--- config.mk ---
export PLATFORM = sky130hd
export DESIGN_NAME = cp0_vec
export DESIGN_NICKNAME = d
export VERILOG_FILES = /design/src/rtl/cp0_vec_pkg.sv /design/src/rtl/cp0_timer.sv /design/src/rtl/cp0_vec.sv
export SDC_FILE = /design/constraint.sdc
export NUM_CORES = 1
export LEC_CHECK = 0
export CORE_MARGIN = 5
export CORE_UTILIZATION = 40
export DETAILED_ROUTE_END_ITERATION = 10
export HOLD_SLACK_MARGIN = 0.05
export PLACE_DENSITY = 0.76
export SYNTH_ARGS = -nofsm -noshare
export SYNTH_HDL_FRONTEND = slang
export SYNTH_SLANG_ARGS = --single-unit
--- constraint.sdc ---
create_clock -name clk -period 3.8 [get_ports clk]
set_clock_uncertainty 0.1 [all_clocks]
set_input_delay 0.57 -clock clk [delete_from_list [all_inputs] [get_ports clk]]
set_output_delay 0.57 -clock clk [all_outputs]
set_load 0.005 [all_outputs]
--- src/rtl/cp0_vec_pkg.sv ---
// Shared constants for the vectored CP0: register addresses, exception codes
// and the SR/Cause field positions used by the register file and its readers.
package cp0_vec_pkg;

    localparam logic [4:0] ADDR_COUNT   = 5'd9;
    localparam logic [4:0] ADDR_COMPARE = 5'd11;
    localparam logic [4:0] ADDR_SR      = 5'd12;
    localparam logic [4:0] ADDR_CAUSE   = 5'd13;
    localparam logic [4:0] ADDR_EPC     = 5'd14;
    localparam logic [4:0] ADDR_PRID    = 5'd15;

    typedef enum logic [4:0] {
        EXC_INT     = 5'd0,
        EXC_ADEL    = 5'd4,
        EXC_ADES    = 5'd5,
        EXC_SYSCALL = 5'd8,
        EXC_RI      = 5'd10,
        EXC_OV      = 5'd12
    } exc_code_e;

    localparam int SR_IE_BIT    = 0;
    localparam int SR_EXL_BIT   = 1;
    localparam int IM_LSB       = 10;
    localparam int CAUSE_BD_BIT = 31;
    localparam int EXCCODE_LSB  = 2;

endpackage

--- src/rtl/cp0_timer.sv ---
// Count/Compare timer: free-running counter with a sticky match flag that is
// cleared only by a write to Compare.
module cp0_timer (
    input  logic        clk,
    input  logic        reset,
    input  logic        count_we_i,
    input  logic        compare_we_i,
    input  logic [31:0] wdata_i,
    output logic [31:0] count_o,
    output logic [31:0] compare_o,
    output logic        flag_o
);

    logic [31:0] count_q, count_d;
    logic [31:0] compare_q, compare_d;
    logic        flag_q, flag_d;

    // A Compare write clears the flag even when the match happens in the same cycle
    always_comb begin
        count_d   = count_we_i ? wdata_i : count_q + 32'd1;
        compare_d = compare_we_i ? wdata_i : compare_q;
        flag_d    = flag_q;
        if (compare_we_i) begin
            flag_d = 1'b0;
        end else if (count_q == compare_q) begin
            flag_d = 1'b1;
        end
    end

    always_ff @(posedge clk or posedge reset) begin
        if (reset) begin
            count_q   <= 32'd0;
            compare_q <= 32'hFFFF_FFFF;
            flag_q    <= 1'b0;
        end else begin
            count_q   <= count_d;
            compare_q <= compare_d;
            flag_q    <= flag_d;
        end
    end

    assign count_o   = count_q;
    assign compare_o = compare_q;
    assign flag_o    = flag_q;

endmodule

--- src/rtl/cp0_vec.sv ---
// E-stage coprocessor 0 with configurable interrupt lines, optional vectored
// interrupt dispatch and an internal Count/Compare timer interrupt.
module cp0_vec
    import cp0_vec_pkg::*;
#(
    parameter int          NUM_HWINT   = 3,
    parameter logic [31:0] EXC_BASE    = 32'h0000_4180,
    parameter int          VECTORED    = 0,
    parameter logic [31:0] VEC_SPACING = 32'h20,
    parameter logic [31:0] PRID        = 32'h2022_0707
) (
    input  logic                 clk,
    input  logic                 reset,
    input  logic                 we,
    input  logic [4:0]           cp0_addr,
    input  logic [31:0]          cp0_wdata,
    output logic [31:0]          cp0_rdata,
    input  logic [31:0]          vpc,
    input  logic                 bd_in,
    input  logic [4:0]           exc_code,
    input  logic [NUM_HWINT-1:0] hw_int,
    input  logic                 exl_clr,
    output logic [31:0]          epc_out,
    output logic                 req,
    output logic [31:0]          handler_pc,
    output logic                 exl_out,
    output logic                 timer_int
);

    localparam int IW = NUM_HWINT + 1;

    logic          ie_q, exl_q, bd_q;
    logic [IW-1:0] im_q, ip_q;
    logic [4:0]    exccode_q;
    logic [31:0]   epc_q;

    logic [IW-1:0] ip_live, pending;
    logic          int_p, exc_p, req_w, wr_ok, timer_flag;
    logic [31:0]   vec_idx, epc_target, sr_view, cause_view, count, compare;

    cp0_timer u_timer (
        .clk          (clk),
        .reset        (reset),
        .count_we_i   (wr_ok && cp0_addr == ADDR_COUNT),
        .compare_we_i (wr_ok && cp0_addr == ADDR_COMPARE),
        .wdata_i      (cp0_wdata),
        .count_o      (count),
        .compare_o    (compare),
        .flag_o       (timer_flag)
    );

    assign ip_live    = {timer_flag, hw_int};
    assign pending    = ip_live & im_q;
    assign int_p      = (|pending) & ie_q & ~exl_q;
    assign exc_p      = (exc_code != 5'd0) & ~exl_q;
    assign req_w      = (int_p | exc_p) & ~reset;
    assign wr_ok      = we & ~req_w;
    assign epc_target = (bd_in ? vpc - 32'd4 : vpc) & 32'hFFFF_FFFC;

    // Ascending scan so the highest-index pending line (the timer) wins
    always_comb begin
        vec_idx = 32'd0;
        for (int i = 0; i < IW; i++) begin
            if (pending[i]) vec_idx = 32'(i + 1);
        end
        handler_pc = (VECTORED != 0 && int_p) ? EXC_BASE + VEC_SPACING * vec_idx : EXC_BASE;
    end

    always_ff @(posedge clk or posedge reset) begin
        if (reset) begin
            ie_q      <= 1'b0;
            exl_q     <= 1'b0;
            bd_q      <= 1'b0;
            im_q      <= '0;
            ip_q      <= '0;
            exccode_q <= 5'd0;
            epc_q     <= 32'd0;
        end else begin
            ip_q <= ip_live;
            if (req_w) begin
                exl_q     <= 1'b1;
                bd_q      <= bd_in;
                exccode_q <= int_p ? EXC_INT : exc_code;
                epc_q     <= epc_target;
            end else begin
                if (exl_clr) begin
                    exl_q <= 1'b0;
                end else if (wr_ok && cp0_addr == ADDR_SR) begin
                    exl_q <= cp0_wdata[SR_EXL_BIT];
                end
                if (wr_ok && cp0_addr == ADDR_SR) begin
                    ie_q <= cp0_wdata[SR_IE_BIT];
                    im_q <= cp0_wdata[IM_LSB +: IW];
                end
                if (wr_ok && cp0_addr == ADDR_EPC) begin
                    epc_q <= {cp0_wdata[31:2], 2'b00};
                end
            end
        end
    end

    // Reads show pre-write state; bits without a field read as zero
    always_comb begin
        sr_view                          = 32'd0;
        sr_view[SR_IE_BIT]               = ie_q;
        sr_view[SR_EXL_BIT]              = exl_q;
        sr_view[IM_LSB +: IW]            = im_q;
        cause_view                       = 32'd0;
        cause_view[CAUSE_BD_BIT]         = bd_q;
        cause_view[IM_LSB +: IW]         = ip_q;
        cause_view[EXCCODE_LSB +: 5]     = exccode_q;
        case (cp0_addr)
            ADDR_COUNT:   cp0_rdata = count;
            ADDR_COMPARE: cp0_rdata = compare;
            ADDR_SR:      cp0_rdata = sr_view;
            ADDR_CAUSE:   cp0_rdata = cause_view;
            ADDR_EPC:     cp0_rdata = epc_q;
            ADDR_PRID:    cp0_rdata = PRID;
            default:      cp0_rdata = 32'd0;
        endcase
    end

    assign req       = req_w;
    assign epc_out   = epc_q;
    assign exl_out   = exl_q;
    assign timer_int = timer_flag;

endmodule
==> reports/results.ini, run 1 <==
[run_status]
run_status=finished clean

[timing]
period_share_pct=90.5
hold_violations=0
rsz0062_at_grt=no
finalMaxSlewViolations=0
timing.setup.tns_ns=0
slew_headroom_pct=46.9
setup_viol=0
period_needed_ns=3.44
fmax_ghz=0.291
worst_slew_pin_slew_ns=0.794

[job]
maxCapViolCount=0

[clocking]
insertion_delay_ns=0.35
numCtsBuffers=9
postCtsSetupBuffers=0
clockRootBuffer=clkbuf_16
clk_path_buf_depth=2
clk_pin_slew_ns=0.07
htree_levels=3
clock-sinks=111
tritoncts=yes
ctsResizeCount=0
postCtsHoldBufs=0

[route]
drt_wl_total_mm=20.3
num_vias=5766
detail-route-antenna-nets=0
drt_iter0_drc=595
first_pass_iters=8
drc=0
post_drt_wl_per_cell_um=19.2
vias_per_cell=5.45

[die]
die_y_um=142
coreArea_sq_um=17200
rows=48
boundaryPins=181
die_area_sq_um=20200
initial_core_util_pct=40.6
dieWidth_um=142

[power]
power.density_nw_per_um2=447
leakage_nw=3.69
p_total_w=0.00394
ir_drop_v=0.000266

[min_path]
min_path_cells=0
hold_path_class=reg -> reg

[placed_design]
io_buffer_count=144
dp_hpwl_mm=15.1
routabilityCongestion=0.843

[worst_setup_path]
cp.depth=6
crit_top_cell=clkdlybuf4s50_1
worstPathMaxFanout=8
crit_path_end_kind=primary output
worstPathArrival_ns=2.77
ff2ff_path_depth=5
cp_top_family=buffers and inverters
slowest_delay_ns=0.61
worst-path-buf-inv=2
start_kind=input port
crit_slowest_cell=clkdlybuf4s50_1
worst-endpoint-required_ns=3.13
worstPathCellList=clkdlybuf4s50_1 -> nor4bb_1 -> and2_1 -> a222oi_1 -> nand3_1 -> clkdlybuf4s50_1
crit_type=in -> out

[synth]
syn_inst=707
async_reset_ff_share_pct=100
synth_cell_type_count=53
synth_edf_count=0
synth_ff_type=dfrtp_1
postSynthAreaPerCell_sq_um=9.86
synth_seq_area_share_pct=40.4
synthTopCellsByArea=dfrtp_1, dfstp_2, xnor2_1
yosys.area.top_type_share_pct=28.4
syn_area_sq_um=6970
ys_ff_latch=111
yosys.area.top_type=dfrtp_1
ys_warn_count=0

[final_layout]
nets=912
area_growth_pct=26.6
n_antenna_cell=0
drive_gt1_share_pct=15.7

[global_route]
grt_overflow=0
grt_pass1_vias=5646
grt_max_degree=53
grtUsageTotal_pct=19.8
antenna_found_initial=0
grt_pass1_wl_mm=31.5

-- layout make-up --
type                            count  area [sq um]
Clock buffer                       11           253
Sequential cell                   111          2820
Clock inverter                      5          56.3
Inverter                           22          85.1
Fill cell                        1565          8350
Multi-Input combinational cell    523          3730
Tap cell                          225           282
Timing Repair Buffer              161          1610
-- cells by family after synthesis --
logic type	after synthesis	synth area share [%]
AO/OA/AOI/OAI	95	9.28
XOR/XNOR	88	11.1
adder cells (fa/ha/maj)	2	0.359
buffers and inverters	105	8.08
flip-flops	111	40.4
multiplexers	89	13.5
other	2	0.108
AND/OR/NAND/NOR	215	17.1
-- sequential cells by signal, summed over array words and instances (netlist names) --
register           count
exccode_q              5
exl_out                1
im_q                   4
ie_q                   1
bd_q                   1
ip_q                   4
u_timer.count_o       32
epc_out               30
u_timer.flag_o         1
u_timer.compare_o     32
-- worst register-to-register path: stages (launching register included) --
cell     delay, ns
dfrtp_1       0.46
nand3_1       0.31
nor2_1        0.72
nor4b_1       0.41
xnor2_1       0.16
a21oi_1       0.09
-- placed cells by master (no fill, tap or decap), drive strengths merged, types with 31 or more instances in the layout --
cell type,instances
nand2,57
nand3,31
conb,34
clkdlybuf4s50,144
dfrtp,79
a21oi,35
xnor2,63
dfstp,32
nor2,41
mux2i,47
mux2,42
-- routing by layer --
| metal | vias to the layer above | global-route usage (%) | wire length (um) |
|---|---|---|---|
| li1 | 2702 | - | - |
| met1 | 2801 | 27.5 | 8890 |
| met2 | 232 | 31.5 | 9410 |
| met3 | 31 | 3.93 | 1560 |
| met4 | 0 | 6.06 | 428 |
| met5 | - | 0 | 0 |
-- path summary, 6_finish.rpt --
check	to	slack, ns	start
max in group asynchronous	u_timer.compare_o[29]	2.30	reset
worst min-delay path	ip_q[3]	0.38	u_timer.flag_o
worst min register to register	ip_q[3]	0.38	u_timer.flag_o
min in group asynchronous	exl_out	0.55	reset
worst max-delay path	cp0_rdata[2]	0.36	cp0_addr[2]
worst max register to register	u_timer.count_o[15]	1.44	u_timer.count_o[3]
-- synth_stat cells (5+ instances only) --
library cell,instances
dfrtp_1,79
nand2_1,57
nor3_1,8
inv_1,22
nor3_2,8
nor4_1,9
nand3_1,30
a21oi_1,35
a22oi_1,13
a222oi_1,23
nor4_2,5
buf_4,36
xor2_1,25
and3_1,6
xnor2_1,63
mux2_2,42
buf_2,8
clkbuf_1,35
mux2i_1,47
nor2_1,41
dfstp_2,32
nand4_1,18
o21ai_0,14
-- through the flow --
stage               worst slack (ns)  instances  hold WS, ns  area (sq um)  util [%]
finish                         0.361       1058        0.385          8830      51.4
CTS                            0.380       1058        0.387          8830      51.4
detailed placement             0.408       1042        0.363          8520      49.6
global route                   0.155       1058        0.396          8830      51.4
global placement               0.427       1042        0.350          8520      49.6
floorplan                      0.252        739        0.316          7090         -
-- power breakdown --
group          switching [W]  total, W  leakage, nW  internal (W)
clock               0.000445  0.000992        0.152      0.000547
combinational       0.000482   0.00111         2.30      0.000630
sequential          0.000338   0.00184         1.24       0.00150
Power figures use the tool's default switching activity.
==> run 2: changes to the inputs <==
CORE_UTILIZATION = 50   (was 40)
PLACE_DENSITY = 0.9   (was 0.76)
==> run 2 against run 1 <==
Against the previous run:
- die area fell by 19%
- critical path type unchanged
- final cell count fell by 4.1%
- setup slack got worse by 0.029 ns
- combinational power barely moved
- clock power fell by 3.1%
- routed wire length fell by 2.9%
- critical path depth rose by 1
- sequential power barely moved
- register-to-register slack got worse by 0.06 ns
- clock-buffer cell count fell by 2
==> reports/results.ini, run 2 (same netlist as run 1, synthesis figures left out) <==
[clocking]
insertion_delay_ns=0.36  ; was 0.35 ns
htree_levels=3  ; unchanged
clk_pin_slew_ns=0.07  ; about the same
clockRootBuffer=clkbuf_16  ; unchanged
tritoncts=yes  ; unchanged
postCtsHoldBufs=0  ; unchanged
postCtsSetupBuffers=0  ; unchanged
numCtsBuffers=9  ; unchanged
ctsResizeCount=0  ; unchanged
clk_path_buf_depth=2  ; unchanged
clock-sinks=111  ; unchanged

[timing]
worst_slew_pin_slew_ns=0.791  ; was 0.794 ns
fmax_ghz=0.288  ; was 0.291 GHz
period_share_pct=91.3  ; was 90.5%
setup_viol=0  ; unchanged
slew_headroom_pct=47.1  ; was 46.9%
hold_violations=0  ; unchanged
finalMaxSlewViolations=0  ; unchanged
period_needed_ns=3.47  ; was 3.44 ns
hold_ws_ns=0.375  ; was 0.385 ns
rsz0062_at_grt=no  ; unchanged
timing.setup.tns_ns=0  ; unchanged

[worst_setup_path]
start_kind=input port  ; unchanged
worstPathArrival_ns=2.80  ; was 2.77 ns
cp_top_family=buffers and inverters  ; unchanged
worstPathMaxFanout=8  ; unchanged
crit_path_end_kind=primary output  ; unchanged
reg2reg_from=u_timer.count_o[2]  ; was u_timer.count_o[3]
worst-endpoint-required_ns=3.13  ; about the same
slowest_delay_ns=0.62  ; was 0.61 ns
worst-path-buf-inv=3  ; was 2
crit_start=cp0_addr[2]  ; unchanged
worstPathCellList=clkdlybuf4s50_1 -> nor4bb_1 -> buf_4 -> nor2b_1 -> a22oi_1 -> nand2_1 -> clkdlybuf4s50_1  ; was clkdlybuf4s50_1 -> nor4bb_1 -> and2_1 -> a222oi_1 -> nand3_1 -> clkdlybuf4s50_1
crit_type=in -> out  ; unchanged
crit_slowest_cell=clkdlybuf4s50_1  ; unchanged
crit_top_cell=clkdlybuf4s50_1  ; unchanged

[route]
top_layer=met4  ; unchanged
drt-met1-wl_mm=8.00  ; was 8.89 mm
met3_length_mm=1.81  ; was 1.56 mm
drt_wl_total_mm=19.7  ; was 20.3 mm
detail-route-antenna-nets=0  ; unchanged
num_vias=5906  ; was 5766
vias_per_cell=5.82  ; was 5.45
drt_iter0_drc=805  ; was 595
post_drt_wl_per_cell_um=19.4  ; was 19.2 um
drc=0  ; unchanged
wl_met2_mm=9.35  ; was 9.41 mm
first_pass_iters=8  ; unchanged

[final_layout]
drive_gt1_share_pct=15.9  ; was 15.7%
area_growth_pct=25.8  ; was 26.6%
multi_input_area_sq_um=3730  ; unchanged
seqCellArea_sq_um=2820  ; unchanged
final_common_cell=clkdlybuf4s50_1  ; unchanged
stdcell_count=1015  ; was 1058
finalInstanceArea_sq_um=8770  ; was 8830 sq um
layout.cells.most_common_list=clkdlybuf4s50_1, dfrtp_1, xnor2_1, nand2_1, mux2i_1  ; unchanged
n_antenna_cell=0  ; unchanged
nets=915  ; was 912
nFillCells=1054  ; was 1565

[global_route]
grtUsageTotal_pct=23.9  ; was 19.8%
grt_overflow=0  ; unchanged
antenna_found_initial=0  ; unchanged
grt_pass1_wl_mm=31.0  ; was 31.5 mm
grt_pass1_vias=5731  ; was 5646
grt_max_degree=52  ; was 53

[power]
power.density_nw_per_um2=448  ; was 447 nW/um^2
leakage_nw=3.69  ; about the same
ir_drop_v=0.000288  ; was 0.000266 V

[placed_design]
routabilityCongestion=0.890  ; was 0.843
io_buffer_count=144  ; unchanged
dp.cells=1000  ; was 1042
placed_area_sq_um=8470  ; was 8520 sq um
dp_hpwl_mm=14.7  ; was 15.1 mm

[die]
coreArea_sq_um=13800  ; was 17200 sq um
die_area_sq_um=16400  ; was 20200 sq um
initial_core_util_pct=50.6  ; was 40.6%
dieWidth_um=128  ; was 142 um
boundaryPins=181  ; unchanged
rows=43  ; was 48
die_y_um=128  ; was 142 um

[run_status]
run_status=finished clean  ; unchanged

[job]
maxCapViolCount=0  ; unchanged

[min_path]
min_from=exccode_q[2]  ; was u_timer.flag_o
hold_path_class=reg -> reg  ; unchanged

-- run 2: final timing paths --
| path | slack [ns] | endpoint | depth (start not counted) |
|---|---|---|---|
| max reg2reg | 1.38 | u_timer.count_o[15] | 5 |
| min reg2reg | 0.37 | exccode_q[2] | 2 |
| max in group asynchronous | 2.25 | u_timer.compare_o[6] | 3 |
| min in group asynchronous | 0.60 | ie_q | 2 |
| max | 0.33 | cp0_rdata[12] | 7 |
| min | 0.37 | exccode_q[2] | 2 |
-- run 2: cell type report --
type	instances	share of cell area (%)
Inverter	22	0.970
Clock buffer	9	2.57
Timing Repair Buffer	164	18.4
Tap cell	180	2.57
Multi-Input combinational cell	523	42.5
Clock inverter	6	0.813
Sequential cell	111	32.1
-- run 2: through the flow --
| stage | worst slack [ns] | total power, W | util [%] |
|---|---|---|---|
| after floorplan | 0.252 | 0.00244 | - |
| after global placement | 0.417 | 0.00290 | 61.5 |
| after detailed placement | 0.369 | 0.00296 | 61.5 |
| after CTS | 0.352 | 0.00391 | 63.7 |
| after global routing | 0.213 | 0.00411 | 63.7 |
| final | 0.332 | 0.00393 | 63.7 |
-- run 2: report_power, final --
| group | switching [W] | leakage, nW | internal (W) |
|---|---|---|---|
| Clock | 0.000448 | 0.138 | 0.000513 |
| Sequential | 0.000345 | 1.24 | 0.00150 |
| Combinational | 0.000496 | 2.31 | 0.000630 |
| Total | 0.00129 | 3.69 | 0.00264 |
-- run 2: worst min-delay path: stages (launching register included) --
cell and delay (ns):
dfrtp_1 0.35, nand2_1 0.05, nand2_1 0.05
-- run 2: metal layers --
layer	GRT usage, %	vias to the layer above
li1	-	2700
met1	32.5	2855
met2	38.5	308
met3	3.88	43
met4	8.93	0
met5	0	-
==> run 3: changes to the inputs <==
PLACE_DENSITY = 0.87   (was 0.9)
==> run 3 against run 2 <==
Against the previous run:
- die area stayed put
- final area decreased by 0.33%
- sequential power is essentially flat
- register-to-register slack better by 0.02 ns
- clock-buffer cell count rose by 4
- hold slack worse by 0.0018 ns
- first-iteration DRC count is 19% lower
- critical path type unchanged
- largest cell class unchanged
- highest routed layer unchanged
==> reports/results.ini, run 3 (same netlist as run 1, synthesis figures left out) <==
[power]
swShare_pct=32.5  ; was 32.8%
leakage_nw=3.67  ; was 3.69 nW
p_int_w=0.00261  ; was 0.00264 W
ir_drop_v=0.000255  ; was 0.000288 V
power.density_nw_per_um2=443  ; was 448 nW/um^2
power_frac_seq_pct=47.8  ; was 46.9%
clockPowerShare_pct=23.5  ; was 24.4%
p_total_w=0.00387  ; was 0.00393 W
switchingPower_w=0.00126  ; was 0.00129 W
comb_power_share_pct=28.8  ; was 28.6%

[worst_setup_path]
crit_top_cell=clkdlybuf4s50_1  ; unchanged
crit_path_end_kind=primary output  ; unchanged
crit_type=in -> out  ; unchanged
worstPathCellList=clkdlybuf4s50_1 -> nor4bb_1 -> nor2b_1 -> a22oi_1 -> nand2_1 -> clkdlybuf4s50_1  ; was clkdlybuf4s50_1 -> nor4bb_1 -> buf_4 -> nor2b_1 -> a22oi_1 -> nand2_1 -> clkdlybuf4s50_1
slowest_delay_ns=0.64  ; was 0.62 ns
worst-path-buf-inv=2  ; was 3
cp.depth=6  ; was 7
worstPathMaxFanout=8  ; unchanged
ff2ff_path_depth=5  ; unchanged
crit_slowest_cell=clkdlybuf4s50_1  ; unchanged
worst-endpoint-required_ns=3.13  ; about the same
start_kind=input port  ; unchanged
cp_top_family=buffers and inverters  ; unchanged
worstPathArrival_ns=2.81  ; was 2.80 ns

[clocking]
htree_levels=3  ; unchanged
clk_pin_slew_ns=0.07  ; about the same
clock-sinks=111  ; unchanged
insertion_delay_ns=0.35  ; was 0.36 ns
numCtsBuffers=9  ; unchanged
tritoncts=yes  ; unchanged
clk_path_buf_depth=2  ; unchanged
postCtsSetupBuffers=0  ; unchanged
ctsResizeCount=0  ; unchanged
postCtsHoldBufs=0  ; unchanged
clockRootBuffer=clkbuf_16  ; unchanged

[route]
drt_wl_total_mm=19.9  ; was 19.7 mm
detail-route-antenna-nets=0  ; unchanged
first_pass_iters=9  ; was 8
drt_iter0_drc=653  ; was 805
vias_per_cell=5.88  ; was 5.82
post_drt_wl_per_cell_um=19.7  ; was 19.4 um
drc=0  ; unchanged
num_vias=5958  ; was 5906

[die]
boundaryPins=181  ; unchanged
initial_core_util_pct=50.6  ; unchanged
dieWidth_um=128  ; unchanged
die_y_um=128  ; unchanged
rows=43  ; unchanged
die_area_sq_um=16400  ; unchanged
coreArea_sq_um=13800  ; unchanged

[job]
maxCapViolCount=0  ; unchanged

[placed_design]
dp_hpwl_mm=14.6  ; was 14.7 mm
dp.cells=997  ; was 1000
routabilityCongestion=0.870  ; was 0.890
io_buffer_count=144  ; unchanged

[final_layout]
area_growth_pct=25.4  ; was 25.8%
seqCellArea_sq_um=2820  ; unchanged
multi_input_area_sq_um=3730  ; unchanged
drive_gt1_share_pct=15.5  ; was 15.9%
stdcell_count=1013  ; was 1015
layout.cells.most_common_list=clkdlybuf4s50_1, dfrtp_1, xnor2_1, nand2_1, mux2i_1  ; unchanged
n_antenna_cell=0  ; unchanged
nets=912  ; was 915
nFillCells=1131  ; was 1054
final_common_cell=clkdlybuf4s50_1  ; unchanged

[timing]
worst_slew_pin_slew_ns=0.800  ; was 0.791 ns
timing.setup.tns_ns=0  ; unchanged
setup_viol=0  ; unchanged
finalMaxSlewViolations=0  ; unchanged
hold_violations=0  ; unchanged
period_share_pct=91.5  ; was 91.3%
fmax_ghz=0.288  ; about the same
period_needed_ns=3.48  ; was 3.47 ns
slew_headroom_pct=46.7  ; was 47.1%
rsz0062_at_grt=no  ; unchanged

[global_route]
grtUsageTotal_pct=23.9  ; about the same
grt_pass1_vias=5686  ; was 5731
grt_overflow=0  ; unchanged
grt_pass1_wl_mm=30.9  ; was 31.0 mm
antenna_found_initial=0  ; unchanged
grt_max_degree=65  ; was 52

[min_path]
min_path_cells=2  ; unchanged
hold_path_class=reg -> reg  ; unchanged

[run_status]
run_status=finished clean  ; unchanged

-- run 3: cell count changes in the layout (fill, tap and decap cells not counted), moves of 2 or more --
cell | before | now
buf_4 | 18 | 14
clkbuf_1 | 0 | 2
clkbuf_8 | 0 | 2
clkinv_2 | 0 | 2
clkinv_4 | 2 | 0
-- run 3: stage by stage --
stage	utilization, %	area, sq um	worst slack [ns]	hold slack, ns
2_1_floorplan	-	7090	0.252	0.316
3_3_place_gp	61.4	8460	0.442	0.352
3_5_place_dp	61.4	8460	0.377	0.359
4_1_cts	63.4	8740	0.355	0.375
5_1_grt	63.4	8740	0.229	0.393
6_report	63.4	8740	0.323	0.373
-- run 3: path summary, 6_finish.rpt --
path	start	endpoint	slack [ns]
hold reg to reg	exccode_q[1]	exccode_q[1]	0.37
max in group asynchronous	reset	u_timer.compare_o[23]	2.26
setup reg to reg	u_timer.count_o[2]	u_timer.count_o[15]	1.40
hold / removal	exccode_q[1]	exccode_q[1]	0.37
min in group asynchronous	reset	ip_q[1]	0.58
setup / recovery	cp0_addr[2]	cp0_rdata[11]	0.32
-- run 3: final cells by class --
type / instances / share of cell area (%)
clock buffers: 13 / 2.98
clock inverters: 3 / 0.200
inverters: 22 / 0.974
multi-input cells: 523 / 42.6
flip-flops and latches: 111 / 32.2
well taps: 180 / 2.58
repair buffers: 161 / 18.4
-- run 3: worst reg2reg max path, delay by kind of cell, from the launching register on --
family / cells / cell delay (ns)
compound gates: 1 / 0.09
simple gates: 3 / 1.42
flops: 1 / 0.46
xor+xnor: 1 / 0.18
-- run 3: metal layers --
layer | routed length [um] | track usage, % | vias up
met5 | 0 | 0 | -
met4 | 464 | 8.24 | 0
met3 | 1670 | 2.96 | 38
met2 | 9540 | 38.5 | 330
met1 | 8240 | 33.3 | 2892
li1 | - | - | 2698
-- run 3: power groups by stage --
stage               Clock (W)  Sequential [W]  Combinational [W]
global route         0.000959         0.00188            0.00121
global placement            0         0.00184            0.00107
CTS                  0.000912         0.00184            0.00111
finish               0.000907         0.00185            0.00111
floorplan                   0         0.00173           0.000717
detailed placement          0         0.00185            0.00110
